==> config.mk <==
export PLATFORM = sky130hd
export DESIGN_NAME = execute_writeback_pipe_flat
export DESIGN_NICKNAME = d
export VERILOG_FILES = /design/src/rtl/execute_writeback_pipe_pkg.sv /design/src/rtl/execute_writeback_pipe_if.sv /design/src/rtl/execute_writeback_pipe_forwarding_unit.sv /design/src/rtl/execute_writeback_pipe.sv /design/src/flat_wrapper.sv
export SDC_FILE = /design/constraint.sdc
export NUM_CORES = 1
export LEC_CHECK = 0
export BUFFER_PORTS_ARGS = -buffer_cell sky130_fd_sc_hd__buf_2
export CAP_MARGIN = 20
export CORE_ASPECT_RATIO = 0.8
export CORE_MARGIN = 1.5
export CORE_UTILIZATION = 45
export CTS_BUF_LIST = sky130_fd_sc_hd__clkbuf_8
export DETAILED_ROUTE_END_ITERATION = 7
export PLACE_DENSITY = 0.74
export SLEW_MARGIN = 20
export SYNTH_ARGS = -nofsm -noshare
export SYNTH_HDL_FRONTEND = slang
export SYNTH_HIERARCHICAL = 1
export SYNTH_SLANG_ARGS = --single-unit
==> constraint.sdc <==
create_clock -name clk -period 3 [get_ports clk]
set_input_delay 0.15 -clock clk [delete_from_list [all_inputs] [get_ports clk]]
set_output_delay 0.15 -clock clk [all_outputs]
set_load 0.01 [all_outputs]
==> src/rtl/execute_writeback_pipe_pkg.sv <==
// Shared types and constants for the EX/MEM/WB back half of the pipeline.
// Imported by the forwarding unit and the pipe top.
package execute_writeback_pipe_pkg;

  localparam int REG_W = 5;

  localparam logic [1:0] FWD_NONE  = 2'b00;
  localparam logic [1:0] FWD_MEMWB = 2'b01;
  localparam logic [1:0] FWD_EXMEM = 2'b10;

  localparam logic [6:0] OPC_LOAD  = 7'b0000011;
  localparam logic [6:0] OPC_STORE = 7'b0100011;

  typedef logic [REG_W-1:0] reg_idx_t;

  typedef struct packed {
    logic        valid;
    logic        reg_write;
    logic        mem_read;
    logic        mem_write;
    logic        mem_to_reg;
    reg_idx_t    rd;
    logic [31:0] alu_result;
    logic [31:0] store_data;
  } ex_mem_t;

  typedef struct packed {
    logic        valid;
    logic        reg_write;
    logic        mem_to_reg;
    reg_idx_t    rd;
    logic [31:0] alu_result;
    logic [31:0] rdata;
  } mem_wb_t;

  // A stage produces rs when it writes a non-x0 rd equal to rs.
  function automatic logic rd_hit(
    input logic     v,
    input logic     w,
    input reg_idx_t rd,
    input reg_idx_t rs
  );
    return v & w & (rd != '0) & (rd == rs);
  endfunction

endpackage

==> src/rtl/execute_writeback_pipe_if.sv <==
// Data-memory port between the pipe (master) and the data memory (slave).
// Read data is combinational and sampled in the same cycle.
interface execute_writeback_pipe_if;

  logic [31:0] mem_addr_o;
  logic [31:0] mem_wdata_o;
  logic        mem_read_o;
  logic        mem_write_o;
  logic [31:0] mem_rdata_i;

  modport master (
    output mem_addr_o,
    output mem_wdata_o,
    output mem_read_o,
    output mem_write_o,
    input  mem_rdata_i
  );

  modport slave (
    input  mem_addr_o,
    input  mem_wdata_o,
    input  mem_read_o,
    input  mem_write_o,
    output mem_rdata_i
  );

endinterface

==> src/rtl/execute_writeback_pipe_forwarding_unit.sv <==
// Combinational operand-forwarding selects and load-use detection
// for the instruction in EX, from the EX/MEM and MEM/WB stage fields.
module execute_writeback_pipe_forwarding_unit
  import execute_writeback_pipe_pkg::*;
(
  input  logic       exmem_valid,
  input  logic       exmem_reg_write,
  input  logic       exmem_mem_read,
  input  reg_idx_t   exmem_rd,
  input  logic       memwb_valid,
  input  logic       memwb_reg_write,
  input  reg_idx_t   memwb_rd,
  input  logic       ex_valid,
  input  reg_idx_t   rs1,
  input  reg_idx_t   rs2,
  output logic [1:0] fwd_a,
  output logic [1:0] fwd_b,
  output logic       load_use
);

  logic ex_a, ex_b, wb_a, wb_b;
  logic ld_a, ld_b;

  // A load in EX/MEM has no data yet, so it never forwards from there.
  assign ex_a = rd_hit(exmem_valid, exmem_reg_write & ~exmem_mem_read,
                       exmem_rd, rs1);
  assign ex_b = rd_hit(exmem_valid, exmem_reg_write & ~exmem_mem_read,
                       exmem_rd, rs2);
  assign wb_a = rd_hit(memwb_valid, memwb_reg_write, memwb_rd, rs1);
  assign wb_b = rd_hit(memwb_valid, memwb_reg_write, memwb_rd, rs2);

  assign ld_a = rd_hit(exmem_valid, exmem_mem_read, exmem_rd, rs1);
  assign ld_b = rd_hit(exmem_valid, exmem_mem_read, exmem_rd, rs2);

  always_comb begin
    fwd_a = FWD_NONE;
    priority case (1'b1)
      ex_a:    fwd_a = FWD_EXMEM;
      wb_a:    fwd_a = FWD_MEMWB;
      default: fwd_a = FWD_NONE;
    endcase
  end

  always_comb begin
    fwd_b = FWD_NONE;
    priority case (1'b1)
      ex_b:    fwd_b = FWD_EXMEM;
      wb_b:    fwd_b = FWD_MEMWB;
      default: fwd_b = FWD_NONE;
    endcase
  end

  assign load_use = ex_valid & (ld_a | ld_b);

endmodule

==> src/rtl/execute_writeback_pipe.sv <==
// EX/MEM and MEM/WB pipeline registers, data-memory and register-file
// write ports, forwarding/load-use flags and a retired-instruction counter.
module execute_writeback_pipe
  import execute_writeback_pipe_pkg::*;
#(
  parameter int COUNT_WIDTH = 16
) (
  input  logic                   clk,
  input  logic                   reset,
  input  logic                   stall_i,
  input  logic                   flush_i,
  input  logic                   ex_valid_i,
  input  logic [31:0]            ex_alu_result_i,
  input  logic [31:0]            ex_store_data_i,
  input  reg_idx_t               ex_rd_i,
  input  logic                   ex_reg_write_i,
  input  logic                   ex_mem_read_i,
  input  logic                   ex_mem_write_i,
  input  logic                   ex_mem_to_reg_i,
  input  reg_idx_t               ex_rs1_i,
  input  reg_idx_t               ex_rs2_i,
  execute_writeback_pipe_if.master dmem,
  output logic                   wb_reg_write_o,
  output reg_idx_t               wb_rd_o,
  output logic [31:0]            wb_data_o,
  output logic [1:0]             fwd_a_o,
  output logic [1:0]             fwd_b_o,
  output logic [31:0]            fwd_exmem_data_o,
  output logic                   load_use_o,
  output logic [COUNT_WIDTH-1:0] retired_count_o
);

  localparam logic [COUNT_WIDTH-1:0] ONE = {{(COUNT_WIDTH-1){1'b0}}, 1'b1};

  ex_mem_t exmem, exmem_next;
  mem_wb_t memwb, memwb_next;
  logic [COUNT_WIDTH-1:0] count;

  logic [1:0] fa, fb;
  logic       lu;

  // Control bits are stored ANDed with valid so bubbles are inert.
  always_comb begin
    exmem_next            = '0;
    exmem_next.valid      = ex_valid_i;
    exmem_next.reg_write  = ex_valid_i & ex_reg_write_i;
    exmem_next.mem_read   = ex_valid_i & ex_mem_read_i;
    exmem_next.mem_write  = ex_valid_i & ex_mem_write_i;
    exmem_next.mem_to_reg = ex_valid_i & ex_mem_to_reg_i;
    exmem_next.rd         = ex_rd_i;
    exmem_next.alu_result = ex_alu_result_i;
    exmem_next.store_data = ex_store_data_i;
  end

  always_comb begin
    memwb_next            = '0;
    memwb_next.valid      = exmem.valid;
    memwb_next.reg_write  = exmem.valid & exmem.reg_write;
    memwb_next.mem_to_reg = exmem.valid & exmem.mem_to_reg;
    memwb_next.rd         = exmem.rd;
    memwb_next.alu_result = exmem.alu_result;
    memwb_next.rdata      = dmem.mem_rdata_i;
  end

  // Flush beats stall for EX/MEM; MEM/WB still drains on a flush.
  always_ff @(posedge clk) begin
    if (!reset) begin
      exmem <= '0;
      memwb <= '0;
      count <= '0;
    end else begin
      if (flush_i) begin
        exmem <= '0;
      end else if (!stall_i) begin
        exmem <= exmem_next;
      end
      if (flush_i || !stall_i) begin
        memwb <= memwb_next;
      end
      if (memwb.valid && !stall_i) begin
        count <= count + ONE;
      end
    end
  end

  execute_writeback_pipe_forwarding_unit u_fwd (
    .exmem_valid     (exmem.valid),
    .exmem_reg_write (exmem.reg_write),
    .exmem_mem_read  (exmem.mem_read),
    .exmem_rd        (exmem.rd),
    .memwb_valid     (memwb.valid),
    .memwb_reg_write (memwb.reg_write),
    .memwb_rd        (memwb.rd),
    .ex_valid        (ex_valid_i),
    .rs1             (ex_rs1_i),
    .rs2             (ex_rs2_i),
    .fwd_a           (fa),
    .fwd_b           (fb),
    .load_use        (lu)
  );

  // Outputs read as zero for the whole time reset is held low.
  assign dmem.mem_addr_o  = reset ? exmem.alu_result : '0;
  assign dmem.mem_wdata_o = reset ? exmem.store_data : '0;
  assign dmem.mem_read_o  = reset & exmem.valid & exmem.mem_read;
  assign dmem.mem_write_o = reset & exmem.valid & exmem.mem_write;

  assign wb_reg_write_o = reset & memwb.valid & memwb.reg_write
                          & (memwb.rd != '0);
  assign wb_rd_o        = reset ? memwb.rd : '0;
  assign wb_data_o      = !reset ? '0
                        : memwb.mem_to_reg ? memwb.rdata
                        : memwb.alu_result;

  assign fwd_a_o          = reset ? fa : FWD_NONE;
  assign fwd_b_o          = reset ? fb : FWD_NONE;
  assign fwd_exmem_data_o = reset ? exmem.alu_result : '0;
  assign load_use_o       = reset & lu;
  assign retired_count_o  = reset ? count : '0;

endmodule

==> src/flat_wrapper.sv <==
// flat-port wrapper written by rule: the top's interface ports become plain ports
module execute_writeback_pipe_flat import execute_writeback_pipe_pkg::*;
#(
  parameter int COUNT_WIDTH = 16
)
  (clk, reset, stall_i, flush_i, ex_valid_i, ex_alu_result_i, ex_store_data_i, ex_rd_i, ex_reg_write_i, ex_mem_read_i, ex_mem_write_i, ex_mem_to_reg_i, ex_rs1_i, ex_rs2_i, wb_reg_write_o, wb_rd_o, wb_data_o, fwd_a_o, fwd_b_o, fwd_exmem_data_o, load_use_o, retired_count_o, dmem_mem_addr_o, dmem_mem_wdata_o, dmem_mem_read_o, dmem_mem_write_o, dmem_mem_rdata_i);
  execute_writeback_pipe_if dmem_i ();
  input  logic clk;
  input  logic reset;
  input  logic stall_i;
  input  logic flush_i;
  input  logic ex_valid_i;
  input  logic [31:0] ex_alu_result_i;
  input  logic [31:0] ex_store_data_i;
  input  reg_idx_t ex_rd_i;
  input  logic ex_reg_write_i;
  input  logic ex_mem_read_i;
  input  logic ex_mem_write_i;
  input  logic ex_mem_to_reg_i;
  input  reg_idx_t ex_rs1_i;
  input  reg_idx_t ex_rs2_i;
  output logic wb_reg_write_o;
  output reg_idx_t wb_rd_o;
  output logic [31:0] wb_data_o;
  output logic [1:0] fwd_a_o;
  output logic [1:0] fwd_b_o;
  output logic [31:0] fwd_exmem_data_o;
  output logic load_use_o;
  output logic [COUNT_WIDTH-1:0] retired_count_o;
  output wire logic [$bits(dmem_i.mem_addr_o)-1:0] dmem_mem_addr_o;
  output wire logic [$bits(dmem_i.mem_wdata_o)-1:0] dmem_mem_wdata_o;
  output wire logic [$bits(dmem_i.mem_read_o)-1:0] dmem_mem_read_o;
  output wire logic [$bits(dmem_i.mem_write_o)-1:0] dmem_mem_write_o;
  input wire logic [$bits(dmem_i.mem_rdata_i)-1:0] dmem_mem_rdata_i;
  assign dmem_mem_addr_o = dmem_i.mem_addr_o;
  assign dmem_mem_wdata_o = dmem_i.mem_wdata_o;
  assign dmem_mem_read_o = dmem_i.mem_read_o;
  assign dmem_mem_write_o = dmem_i.mem_write_o;
  assign dmem_i.mem_rdata_i = dmem_mem_rdata_i;
  execute_writeback_pipe #(.COUNT_WIDTH(COUNT_WIDTH)) u_core (.clk(clk), .reset(reset), .stall_i(stall_i), .flush_i(flush_i), .ex_valid_i(ex_valid_i), .ex_alu_result_i(ex_alu_result_i), .ex_store_data_i(ex_store_data_i), .ex_rd_i(ex_rd_i), .ex_reg_write_i(ex_reg_write_i), .ex_mem_read_i(ex_mem_read_i), .ex_mem_write_i(ex_mem_write_i), .ex_mem_to_reg_i(ex_mem_to_reg_i), .ex_rs1_i(ex_rs1_i), .ex_rs2_i(ex_rs2_i), .dmem(dmem_i), .wb_reg_write_o(wb_reg_write_o), .wb_rd_o(wb_rd_o), .wb_data_o(wb_data_o), .fwd_a_o(fwd_a_o), .fwd_b_o(fwd_b_o), .fwd_exmem_data_o(fwd_exmem_data_o), .load_use_o(load_use_o), .retired_count_o(retired_count_o));
endmodule
# --- After elaboration in Yosys (flattened, before gate mapping) ---
# Index checks and enable logic that the tools add are counted.
word_totals:
  regBits: 162
  in_bits: 120
  output_inout_bits: 157
  wordCells: 68
op_classes:
  n_addsub: 1
  eq_ne: 4
  n_mux: 12
  bitwise: 30
  n_reduce_logical: 6
op_table:
  columns: ["cell", "n"]
  rows:
  - ["32-bit two-way mux", 4]
  - ["1-bit bitwise AND", 27]
  - ["5-bit equality test", 4]
  - ["16-bit by 1-bit adder with 16-bit output, second input constant", 1]
  - ["16-bit two-way mux", 1]
  - ["5-bit nonzero test", 2]
  - ["2-bit two-way mux", 4]
  - ["5-bit two-way mux", 1]
  - ["1-bit two-way mux", 2]
  - ["1-bit inverter", 2]
  - ["2-bit OR reduction", 1]
  - ["1-bit logical AND", 1]
  - ["1-bit zero test", 1]
  - ["1-bit logical OR", 1]
  - ["1-bit bitwise OR", 1]

# --- Depth between registers and ports, before layout ---
# Gate-level depths: netlist of the first run.
logic_depth:
  ltp_word: 7
  depth_mapped: 6
  ltp_nobuf: 5

# --- Modules after synthesis ---
# Netlist of the first run, hierarchy kept.
by_module_without_submodules:
  columns: ["mod", "instances", "cells_each", "area_each_um2", "seq_area_each_um2"]
  rows:
  - ["execute_writeback_pipe", 1, 842, 7407.1, 3243.1]
  - ["execute_writeback_pipe_forwarding_unit", 1, 41, 346.6, 0.0]

# --- Worst setup path after synthesis of the first run ---
# No wires, ideal clock.
synth_path:
  kind: "register to output"
  from: "register u_core/memwb[66] (netlist name)"
  to: "output port fwd_a_o[0]"
  t_arrival_ns: 1.435
  required_ns: 2.850
  setup_slack_ns: 1.415
  path_stages_with_launch: 6
  path_buffers: 0
  cell_sequence: "dfxtp_1 -> or4_1 -> o211ai_1 -> or4_1 -> nor4_2 -> and2_1"
synth_via:
  elab_chain_len: 6
  elab_cells_between_ends: 7
  cone_classes: "eq/ne (1); mux (3); bitwise (2); reduce/logical (1)"
synth_lines:
  columns: ["element", "line", "rtl"]
  rows:
  - ["start: declaration", "execute_writeback_pipe.sv:36", "mem_wb_t memwb, memwb_next;"]
  - ["start signal: assignment", "execute_writeback_pipe.sv:78", "memwb <= memwb_next;"]
  - ["5-bit nonzero test", "execute_writeback_pipe_pkg.sv:43", "return v & w & (rd != '0) & (rd == rs);"]
  - ["1-bit bitwise AND", "execute_writeback_pipe_pkg.sv:43", null]
  - ["1-bit bitwise AND *", "execute_writeback_pipe_pkg.sv:43", null]
  - ["1-bit two-way mux *", "execute_writeback_pipe_forwarding_unit.sv:37", "priority case (1'b1)"]
  - ["2-bit two-way mux *", "execute_writeback_pipe_forwarding_unit.sv:37", null]
  - ["via u_core.fa[0]", "execute_writeback_pipe.sv:39", "logic [1:0] fa, fb;"]
  - ["2-bit two-way mux *", "execute_writeback_pipe.sv:115", "assign fwd_a_o = reset ? fa : FWD_NONE;"]
  - ["end: declaration", "flat_wrapper.sv:25", "output logic [1:0] fwd_a_o;"]
# Mark *: on every way through the listed nets, which the timed path passes. The rest lies on a longest branch.

# --- Worst setup path after layout of the first run ---
layout_path:
  from: "register u_core/memwb[65] (netlist name)"
  to: "output port fwd_b_o[0]"
layout_via:
  elab_chain_len: 6
  elab_cells_between_ends: 7
  cone_classes: "eq/ne (1); mux (3); bitwise (2); reduce/logical (1)"
layout_lines:
  columns: ["element", "line", "rtl"]
  rows:
  - ["5-bit nonzero test", "execute_writeback_pipe_pkg.sv:43", null]
  - ["1-bit bitwise AND", "execute_writeback_pipe_pkg.sv:43", null]
  - ["1-bit bitwise AND *", "execute_writeback_pipe_pkg.sv:43", null]
  - ["1-bit two-way mux *", "execute_writeback_pipe_forwarding_unit.sv:46", "priority case (1'b1)"]
  - ["2-bit two-way mux *", "execute_writeback_pipe_forwarding_unit.sv:46", null]
  - ["via u_core.fb[0]", "execute_writeback_pipe.sv:39", null]
  - ["2-bit two-way mux *", "execute_writeback_pipe.sv:116", "assign fwd_b_o = reset ? fb : FWD_NONE;"]
  - ["end: declaration", "flat_wrapper.sv:26", "output logic [1:0] fwd_b_o;"]
# Marks and branches as above.

==> flow_summary.ini, run 1 <==
[floorplanning]
floorplan.rows = 42
die_x_um = 150
die_area_sq_um = 18000
die_h_um = 120
io-pin-count = 277
design.core.area_sq_um = 16700
initial_utilization = 0.464

[route]
detail_route.drc_violations = 0
detail_route.first_pass.iterations = 5
vias = 6967
avgViaCountPerCell = 4.86
drt-total-wl_um = 20800
routedWlPerCell_um = 14.5
drt_first_iter_violations = 292
antenna_left = 0

[final_layout]
final_layout_size_suffix_gt1_frac = 0.273
nFillCells = 1373
finish.net_count = 1320
area_delta_synth_final_pct = 35.4

[clock_network]
clk_transition_reported_paths_ns = 0.10
cts_tree = built
max-clock-path-buffers = 2
quantity_of_gates_resized_following_cts = 0
clock_sinks = 162
postCtsSetupBuffers = 0
cts_inserted_buffers = 17
worst_skew_pair.late_latency_ns = 0.44
cts.htree.levels = 4
ctsRootBufferMaster = clkbuf_8

[critical_path]
cp-end-kind = output port
timing.critical_path.from_type = register
critical_path_class = register to output port
cp_arrival_ns = 2.17
cp_max_fo = 6
worst-endpoint-required_ns = 2.85

[place]
dpl_wire_length_um = 13100
gp_congestion = 0.813
buffer_ports.inserted = 276

[timing]
finalWorstPathRequiredPeriod_ns = 2.32
final_min_period_over_clock_period = 0.772
setup-violations-final = 0
hold_violations = 0
timing_max_transition_violations_final = 0
slew_at_the_pin_closest_to_its_max_slew_limit_ns = 0.882
timing.fmax_mhz = 432
max_slew_margin = 0.412
clock-skew-final_ns = 0.0142
setup_tns_ns = 0
grt_setup_unrepaired = false

[grt]
global_route.usage.total = 0.231
grt_pass1_vias = 6792
global_route_wire_length_before_repair_um = 33300
grt.overflow.total = 0
grt_antenna_before_repair = 1
grt_max_degree = 108

[logic_synthesis]
synth_area_per_cell_sq_um = 8.78
synthDominantCellAreaShare = 0.418
synth-edff-count = 0
seq_area_frac_synth = 0.418
synthesis.instances = 883
dominant_cell_type_by_area_after_synthesis = dfxtp_1
synth_top_cells_by_area = dfxtp_1 42%, mux2i_1 13%, and2_1 8.1%
syn-cell-area_sq_um = 7750
ys_seq_elements = 162
number_of_distinct_library_cells_after_synthesis = 38
most_frequently_used_flop_master_after_synthesis = dfxtp_1
asyncSetResetFlopFracSynth = 0
post_synthesis_net_count = 1004
synthesis.yosys.warnings = 6

[pwr]
ir_worst_vdd_uv = 291
finalPower_uw = 4480
powerDensity_nw_per_um2 = 427
leakagePower_uw = 0.00489

[run]
max-cap-violations = 0

[min_path]
holdCritPathClass = primary input to register

[run_status]
status = finished, final reports clean
-- sequential cells by signal, summed over array words and instances (netlist names) --
signal	count
u_core/count	16
u_core/exmem	74
u_core/memwb	72
-- layer usage --
metal / up-vias / routed length, um / GRT usage
met5: - / 0 / 0
met2: 249 / 9840 / 0.385
met4: 0 / 364 / 0.0797
met3: 34 / 1350 / 0.0611
met1: 3207 / 9220 / 0.289
li1: 3477 / - / -
-- critical path, cell delays in order, from the launching register on --
cell and delay (ns):
dfxtp_1 0.47, or4_1 0.16, o211ai_1 0.11, or4_1 0.58, nor4_2 0.14, and2_1 0.14
buf_2 0.12
-- power by group --
part | switching, uW | internal, uW
Clock | 877 | 794
Combinational | 259 | 291
Sequential | 43.9 | 2220
Total | 1180 | 3300
-- what timing repair did --
item | CTS | global route
endpoints found under the hold margin | 105 | 0
endpoints found under the setup margin | 0 | 0
hold buffers | 105 | 0
-- synthesized netlist by cell type, types with 4 or more instances --
cell / count
xnor2_1: 11
nor2_1: 78
dfxtp_1: 162
a22oi_1: 4
clkbuf_1: 45
nand3_1: 9
a21boi_0: 72
buf_4: 34
buf_2: 13
and2_1: 100
xor2_1: 18
mux2i_1: 102
nor3_1: 6
nand2_1: 148
nand4_1: 5
nor2b_1: 42
-- cell type report --
cell class | instances | area [sq um] | share of cell area
Clock inverter | 14 | 169 | 0.0161
Antenna cell | 1 | 2.50 | 0.000238
Sequential cell | 162 | 3240 | 0.309
Inverter | 1 | 3.75 | 0.000358
Clock buffer | 18 | 248 | 0.0236
Tap cell | 220 | 275 | 0.0262
Multi-Input combinational cell | 626 | 4020 | 0.383
Timing Repair Buffer | 391 | 2540 | 0.242
-- final timing paths --
path                                    endpoint  depth (start not counted)  slack (ns)              from
worst max-delay path                  fwd_b_o[0]                          6        0.68  u_core/memwb[65]
worst min-delay path             u_core/memwb[2]                          2        0.05             reset
worst max register to register  u_core/count[13]                          4        1.34  u_core/memwb[71]
worst min register to register  u_core/memwb[12]                          2        0.47  u_core/memwb[12]
-- placed cells by master, fill, tap and decap left out, types with 11 or more instances in the layout --
master | Yosys | layout
xnor2_1 | 11 | 11
nor2b_1 | 42 | 41
mux2i_1 | 102 | 102
and2_1 | 100 | 100
xor2_1 | 18 | 18
a21boi_0 | 72 | 72
nor2_1 | 78 | 78
buf_2 | 13 | 274
dlygate4sd3_1 | 0 | 105
clkbuf_8 | 0 | 18
dfxtp_1 | 162 | 161
nand2_1 | 148 | 148
-- cells by family after synthesis --
family	Yosys count	synth area share
xor gates and xnor gates	29	0.0328
DFF	162	0.418
muxes	107	0.139
buffers and inverters	95	0.0655
AOI/OAI and AO/OA	84	0.0802
adders and majority gates	1	0.00161
and+or+nand+nor	405	0.263
-- per-stage QoR --
stage / hold WS, ns / cells / utilization / cell area, sq um / setup WS (ns)
floorplan: 0.294 / 883 / - / 7750 / 1.41
global placement: 0.378 / 1295 / 0.540 / 9020 / 0.981
detailed placement: 0.387 / 1295 / 0.540 / 9020 / 0.948
CTS: 0.0152 / 1432 / 0.628 / 10500 / 0.643
global route: 0.0299 / 1433 / 0.628 / 10500 / 0.531
finish: 0.0544 / 1433 / 0.628 / 10500 / 0.684
No activity file was read; power rests on OpenSTA's default activity.
==> run 2: changes to the inputs <==
--- a/config.mk
+++ b/config.mk
@@ -5,6 +5,7 @@
 export SDC_FILE = /design/constraint.sdc
 export NUM_CORES = 1
 export LEC_CHECK = 0
+export ABC_AREA = 1
 export BUFFER_PORTS_ARGS = -buffer_cell sky130_fd_sc_hd__buf_2
 export CAP_MARGIN = 20
 export CORE_ASPECT_RATIO = 0.8
@@ -12,7 +13,7 @@
 export CORE_UTILIZATION = 45
 export CTS_BUF_LIST = sky130_fd_sc_hd__clkbuf_8
 export DETAILED_ROUTE_END_ITERATION = 7
-export PLACE_DENSITY = 0.74
+export PLACE_DENSITY = 0.77
 export SLEW_MARGIN = 20
 export SYNTH_ARGS = -nofsm -noshare
 export SYNTH_HDL_FRONTEND = slang
==> constraint.sdc (replaced) <==
create_clock -name clk -period 1.9 [get_ports clk]
set_input_delay 0.095 -clock clk [delete_from_list [all_inputs] [get_ports clk]]
set_output_delay 0.095 -clock clk [all_outputs]
set_load 0.01 [all_outputs]
==> flow_summary.ini, run 2 <==
[logic_synthesis]
synth_top_cells_by_count = 302 x nand2_1, 227 x nor2_1, 162 x dfxtp_1, 138 x inv_1, 108 x o21ai_0
synth_compound_area_frac = 0.137
synthesis.yosys.warnings = 6
syn-cell-area_sq_um = 7660
synth_simple_gate_area_frac = 0.287
post_synthesis_net_count = 1306
ys_seq_elements = 162
synthDominantCellAreaShare = 0.423
seq_area_frac_synth = 0.423
dominant_cell_type_by_area_after_synthesis = dfxtp_1
fraction_of_the_mapped_netlist_area_in_adder_cells = 0.00163
synth_area_per_cell_sq_um = 6.47
yosys-mux-area-fraction = 0
number_of_distinct_library_cells_after_synthesis = 27
asyncSetResetFlopFracSynth = 0
largest_family_of_logic_cells_by_synthesized_area = simple AND/OR/NAND/NOR gates
synthesis.instances = 1185
post-synth-top-count-cell = nand2_1
most_frequently_used_flop_master_after_synthesis = dfxtp_1
synth-edff-count = 0
yosys.area_share.xor_xnor = 0.00800
synth_top_cells_by_area = dfxtp_1 42%, nand2_1 15%, nor2_1 11%

[critical_path]
cp-end-kind = output port
critical_path.reg2reg.startpoint = u_core/count[1]
r2r_cells = 7
timing.critical_path.slowest_stage_cell = dlygate4sd3_1
delay_of_the_slowest_cell_on_the_worst_path_ns = 0.55
critical_path_class = primary input to output port
timing.critical_path.max_delay_family = buffers and inverters
cp_max_fo = 102
worst-endpoint-required_ns = 1.80
setup.reg_to_reg.worst_slack_ns = 0.46
path_cells = dlygate4sd3_1 -> buf_6 -> buf_12 -> o21ai_0 -> nor2_1 -> buf_2
cp_arrival_ns = 1.74
r2r-end = u_core/count[10]
timing.critical_path.from_type = primary input
worst-path-buf-inv = 4

[timing]
slew_at_the_pin_closest_to_its_max_slew_limit_ns = 0.969
max_slew_margin = 0.354
final.hold.worst_slack_ns = 0.0826
final_min_period_over_clock_period = 0.966
timing.fmax_mhz = 545
timing_max_transition_violations_final = 0
setup-violations-final = 0
clock-skew-final_ns = 0.0151
hold_violations = 0
finalWorstPathRequiredPeriod_ns = 1.83

[floorplanning]
die_h_um = 120
io-pin-count = 277
floorplan.rows = 42
die_x_um = 149
initial_utilization = 0.462
design.core.area_sq_um = 16600
die_area_sq_um = 17800

[pwr]
power_frac_seq = 0.491
clock_network_fraction_of_design_power = 0.378
powerDensity_nw_per_um2 = 703
cellInternalPower_uw = 5470
swShare = 0.258
finalPower_uw = 7370
leakagePower_uw = 0.00581
ir_worst_vdd_uv = 524
switching_power_uw = 1900
p_comb_frac = 0.130

[route]
detail_route.first_pass.iterations = 5
drt-total-wl_um = 23200
avgViaCountPerCell = 4.87
detail_route.drc_violations = 0
routedWlPerCell_um = 13.4
antenna_left = 0
vias = 8449
drt_first_iter_violations = 532

[final_layout]
largest_registers_ranked_by_flip_flop_count = u_core/exmem (74), u_core/memwb (72), u_core/count (16)
final-seq-area_sq_um = 3250
layout.cells.most_common_list = 302 x nand2_1, 275 x buf_2, 226 x nor2_1, 156 x dfxtp_1, 139 x inv_1
post-route-util = 0.631
most_common_cell_after_layout_fill_and_taps_aside = nand2_1
area_delta_synth_final_pct = 36.8
insertedDiodeCount = 0
nFillCells = 1469
largest_reg_flops = 74
top_reg_by_flops = u_core/exmem
multi_input_area_sq_um = 3340
finish.net_count = 1622
final_layout_size_suffix_gt1_frac = 0.225

[clock_network]
cts_inserted_buffers = 17
clock_sinks = 162
cts_tree = built
worst_skew_pair.late_latency_ns = 0.44
max-clock-path-buffers = 2
clk_transition_reported_paths_ns = 0.08
ctsRootBufferMaster = clkbuf_8
cts.htree.levels = 4
postCtsSetupBuffers = 0

[grt]
global_route.usage.total = 0.252
grt_pass1_vias = 7538
grt_max_degree = 103
grt_antenna_before_repair = 0
grt.overflow.total = 0
global_route_wire_length_before_repair_um = 35900

[min_path]
hp-start = stall_i
hold_path_cells = 4
hold_end = u_core/count[0]
holdCritPathClass = primary input to register

[place]
dpl_wire_length_um = 14000
buffer_ports.inserted = 276
gp_congestion = 0.840

[run]
max-cap-violations = 0

[run_status]
status = finished, final reports clean
## run 2: cell count changes after synthesis, sizes merged, moves of 100 or more
| cell | previous run | this run |
|---|---|---|
| nand2 | 148 | 303 |
| nor2 | 78 | 233 |
| inv | 1 | 142 |
| o21ai | 1 | 115 |
| mux2i | 102 | 0 |
| and2 | 100 | 0 |
## run 2: worst max path at each step
stage                     startpoint          endpoint  cells after the start
global route        u_core/exmem[67]        load_use_o                      9
detailed placement           stall_i  u_core/memwb[69]                      8
CTS                 u_core/exmem[64]        load_use_o                      9
floorplan            u_core/count[1]   u_core/count[8]                      6
global placement             stall_i   u_core/count[4]                      7
finish                         reset      wb_data_o[7]                      6
## run 2: cell families after synthesis
| logic type | count (synthesis) |
|---|---|
| compound gates | 209 |
| xor+xnor | 7 |
| fa+ha+maj | 1 |
| buf+inv | 243 |
| flops | 162 |
| simple gates | 563 |
## run 2: through the flow
stage | cell area [sq um] | cells | worst slack (ns) | TNS [ns]
floorplan | 7660 | 1185 | 0.625 | 0
global placement | 8920 | 1592 | 0.318 | 0
detailed placement | 8920 | 1592 | 0.286 | 0
CTS | 10500 | 1734 | 0.0930 | 0
global route | 10500 | 1734 | -0.0100 | -0.0100
finish | 10500 | 1734 | 0.0655 | 0
## run 2: power groups by stage
stage,combinational [uW],clock (uW),sequential (uW)
3_5_place_dp,757,0,3700
4_1_cts,936,2850,3620
3_3_place_gp,747,0,3690
6_report,960,2790,3620
5_1_grt,1060,3000,3640
2_1_floorplan,481,0,3670
## run 2: area by class of cell
type / instances / area share
Timing Repair Buffer: 398 / 0.252
Multi-Input combinational cell: 780 / 0.318
Sequential cell: 162 / 0.310
Clock buffer: 22 / 0.0289
Inverter: 142 / 0.0511
Clock inverter: 10 / 0.0137
Tap cell: 220 / 0.0262
## run 2: routing by layer
metal	routed length [um]	GRT usage	vias up
li1	-	-	4222
met1	9870	0.308	3781
met2	11000	0.422	385
met3	1640	0.0544	61
met4	705	0.117	0
met5	0	0	-
## run 2: worst min-delay path, stage by stage
cell and delay (ns):
buf_2 0.14, inv_4 0.07, nand2_4 0.10, a21oi_1 0.07
## run 2: timing repair
item	in CTS	in global routing
setup endpoints to repair	0	4
hold buffers	110	0
endpoints found under the hold margin	108	0
resized for setup	0	9
==> run 3: changes to the inputs <==
--- a/config.mk
+++ b/config.mk
@@ -13,9 +13,8 @@
 export CORE_UTILIZATION = 45
 export CTS_BUF_LIST = sky130_fd_sc_hd__clkbuf_8
 export DETAILED_ROUTE_END_ITERATION = 7
-export PLACE_DENSITY = 0.77
+export PLACE_DENSITY = 0.78
 export SLEW_MARGIN = 20
 export SYNTH_ARGS = -nofsm -noshare
 export SYNTH_HDL_FRONTEND = slang
-export SYNTH_HIERARCHICAL = 1
 export SYNTH_SLANG_ARGS = --single-unit
==> constraint.sdc (replaced) <==
create_clock -name clk -period 1.9 [get_ports clk]
set_input_delay 0.095 -clock clk [delete_from_list [all_inputs] [get_ports clk]]
set_output_delay 0.095 -clock clk [all_outputs]
set_load 0.1 [all_outputs]
==> flow_summary.ini, run 3 <==
[clock_network]
max-clock-path-buffers = 2
clock_sinks = 162
cts_inserted_buffers = 17
ctsRootBufferMaster = clkbuf_8
cts.htree.levels = 4
postCtsSetupBuffers = 0
worst_skew_pair.late_latency_ns = 0.45
clk_transition_reported_paths_ns = 0.10
cts_tree = built

[final_layout]
layout.cells.most_common_list = 279 x nand2_1, 194 x nor2_1, 170 x buf_2, 152 x dfxtp_1, 120 x inv_1
post_layout_nonfiller_instances = 1709
final_cell_area_sq_um = 11800
final-seq-area_sq_um = 3260
area_delta_synth_final_pct = 55.4
finish.net_count = 1595
nFillCells = 1208
largest_registers_ranked_by_flip_flop_count = u_core.exmem (74), u_core.memwb (72), u_core.count (16)
largest_reg_flops = 74
final_layout_size_suffix_gt1_frac = 0.269
top_reg_by_flops = u_core.exmem
most_common_cell_after_layout_fill_and_taps_aside = nand2_1
multi_input_area_sq_um = 3510

[critical_path]
worst-endpoint-required_ns = 1.80
cp_arrival_ns = 1.78
cp_max_fo = 5
critical_path_class = register to output port
cp-end-kind = output port
timing.critical_path.from_type = register

[floorplanning]
die_area_sq_um = 17700
die_x_um = 148
design.core.area_sq_um = 16600
die_h_um = 119
io-pin-count = 277
initial_utilization = 0.460
floorplan.rows = 42

[grt]
grt_pass1_vias = 8304
global_route_wire_length_before_repair_um = 40600
grt_max_degree = 86
global_route.usage.total = 0.288
grt_antenna_before_repair = 2
grt.overflow.total = 0

[pwr]
powerDensity_nw_per_um2 = 646
leakagePower_uw = 0.00591
finalPower_uw = 7640
ir_worst_vdd_uv = 648

[logic_synthesis]
synth_area_per_cell_sq_um = 6.61
synth-edff-count = 0
asyncSetResetFlopFracSynth = 0
dominant_cell_type_by_area_after_synthesis = dfxtp_1
post-synth-top-count-cell = nand2_1
synthesis.instances = 1151
post_synthesis_net_count = 1272
synth_top_cells_by_count = 280 x nand2_1, 228 x nor2_1, 162 x dfxtp_1, 121 x inv_1, 118 x o21ai_0
seq_area_frac_synth = 0.426
number_of_distinct_library_cells_after_synthesis = 29
ys_seq_elements = 162
syn-cell-area_sq_um = 7610
most_frequently_used_flop_master_after_synthesis = dfxtp_1
synthDominantCellAreaShare = 0.426
synth_top_cells_by_area = dfxtp_1 43%, nand2_1 14%, nor2_1 11%
synthesis.yosys.warnings = 0

[place]
placedInstanceArea_sq_um = 10200
dpl_wire_length_um = 16100
buffer_ports.inserted = 276
dpl.cell_count = 1566
gp_congestion = 0.928

[route]
routedWlPerCell_um = 15.2
drt-total-wl_um = 26000
detail_route.drc_violations = 0
detail_route.first_pass.iterations = 5
drt_first_iter_violations = 582
antenna_left = 0
vias = 8570
avgViaCountPerCell = 5.01

[timing]
final_min_period_over_clock_period = 0.985
clock-skew-final_ns = 0.0104
timing.fmax_mhz = 534
slew_at_the_pin_closest_to_its_max_slew_limit_ns = 0.859
hold_violations = 0
finalWorstPathRequiredPeriod_ns = 1.87
grt_setup_unrepaired = true
max_slew_margin = 0.427
timing_max_transition_violations_final = 0
setup-violations-final = 0

[run_status]
status = finished, final reports clean

[min_path]
holdCritPathClass = primary input to register

[run]
max-cap-violations = 0
-- run 3: changes by cell type in the layout (fill, tap and decap cells not counted), sizes merged, moves of 3 or more --
cell and change:
buf -14, clkinvlp +3, o21ai +3, nand2 -21, xor2 +6, inv -15, clkbuf +14, clkinv +3
-- run 3: repair_timing --
action / 4_1_cts / 5_1_grt
endpoints found under the setup margin: 5 / 31
pin swaps: 0 / 8
hold buffers: 109 / 0
hold endpoints to repair: 105 / 0
gates resized for setup: 9 / 49
-- run 3: through the flow --
step	utilization	setup WS (ns)	hold slack [ns]	setup TNS (ns)
after global routing	0.714	-0.101	0.0179	-0.355
after global placement	0.617	0.426	0.344	0
after floorplan	-	-0.225	0.238	-0.225
after detailed placement	0.617	0.403	0.350	0
final	0.714	0.0276	0.0220	0
after CTS	0.707	0.00760	0.000364	0
-- run 3: final cells by class --
| class | instances | area share |
|---|---|---|
| repair buffers | 402 | 0.331 |
| clock buffers | 17 | 0.0198 |
| diodes | 2 | 0.000423 |
| inverters | 126 | 0.0408 |
| multi-input cells | 765 | 0.297 |
| flip-flops and latches | 162 | 0.276 |
| clock inverters | 15 | 0.0127 |
| well taps | 220 | 0.0233 |
-- run 3: worst paths after layout --
check             slack [ns]  cells past startpoint        startpoint               end
setup reg to reg        0.51                      6   u_core.count[1]   u_core.count[8]
hold reg to reg         0.47                      2  u_core.exmem[70]  u_core.exmem[70]
setup / recovery        0.03                      5  u_core.exmem[67]        load_use_o
hold / removal          0.02                      4           flush_i  u_core.exmem[64]
-- run 3: logic make-up after synthesis --
logic type	after synthesis	share of synthesized area
compound gates	211	0.144
xor+xnor	12	0.0138
fa+ha+maj	1	0.00164
buf+inv	224	0.135
flops	162	0.426
simple gates	541	0.279
-- run 3: power breakdown --
part	internal [uW]	switching (uW)	total, uW
clock network	1070	1410	2490
logic	529	997	1530
registers	3530	94.5	3630
-- run 3: per-layer routing --
layer	vias up	global-route usage	routed length, um
met1	3910	0.320	10100
met2	435	0.507	12800
met4	0	0.124	779
li1	4157	-	-
met3	68	0.0904	2310
met5	-	0	0
-- run 3: worst max-delay path, cell delays in order (launching register included) --
cell     delay (ns)
dfxtp_4        0.37
xor2_1         0.17
nor2_1         0.15
nand3_2        0.19
a21oi_4        0.24
buf_12         0.20
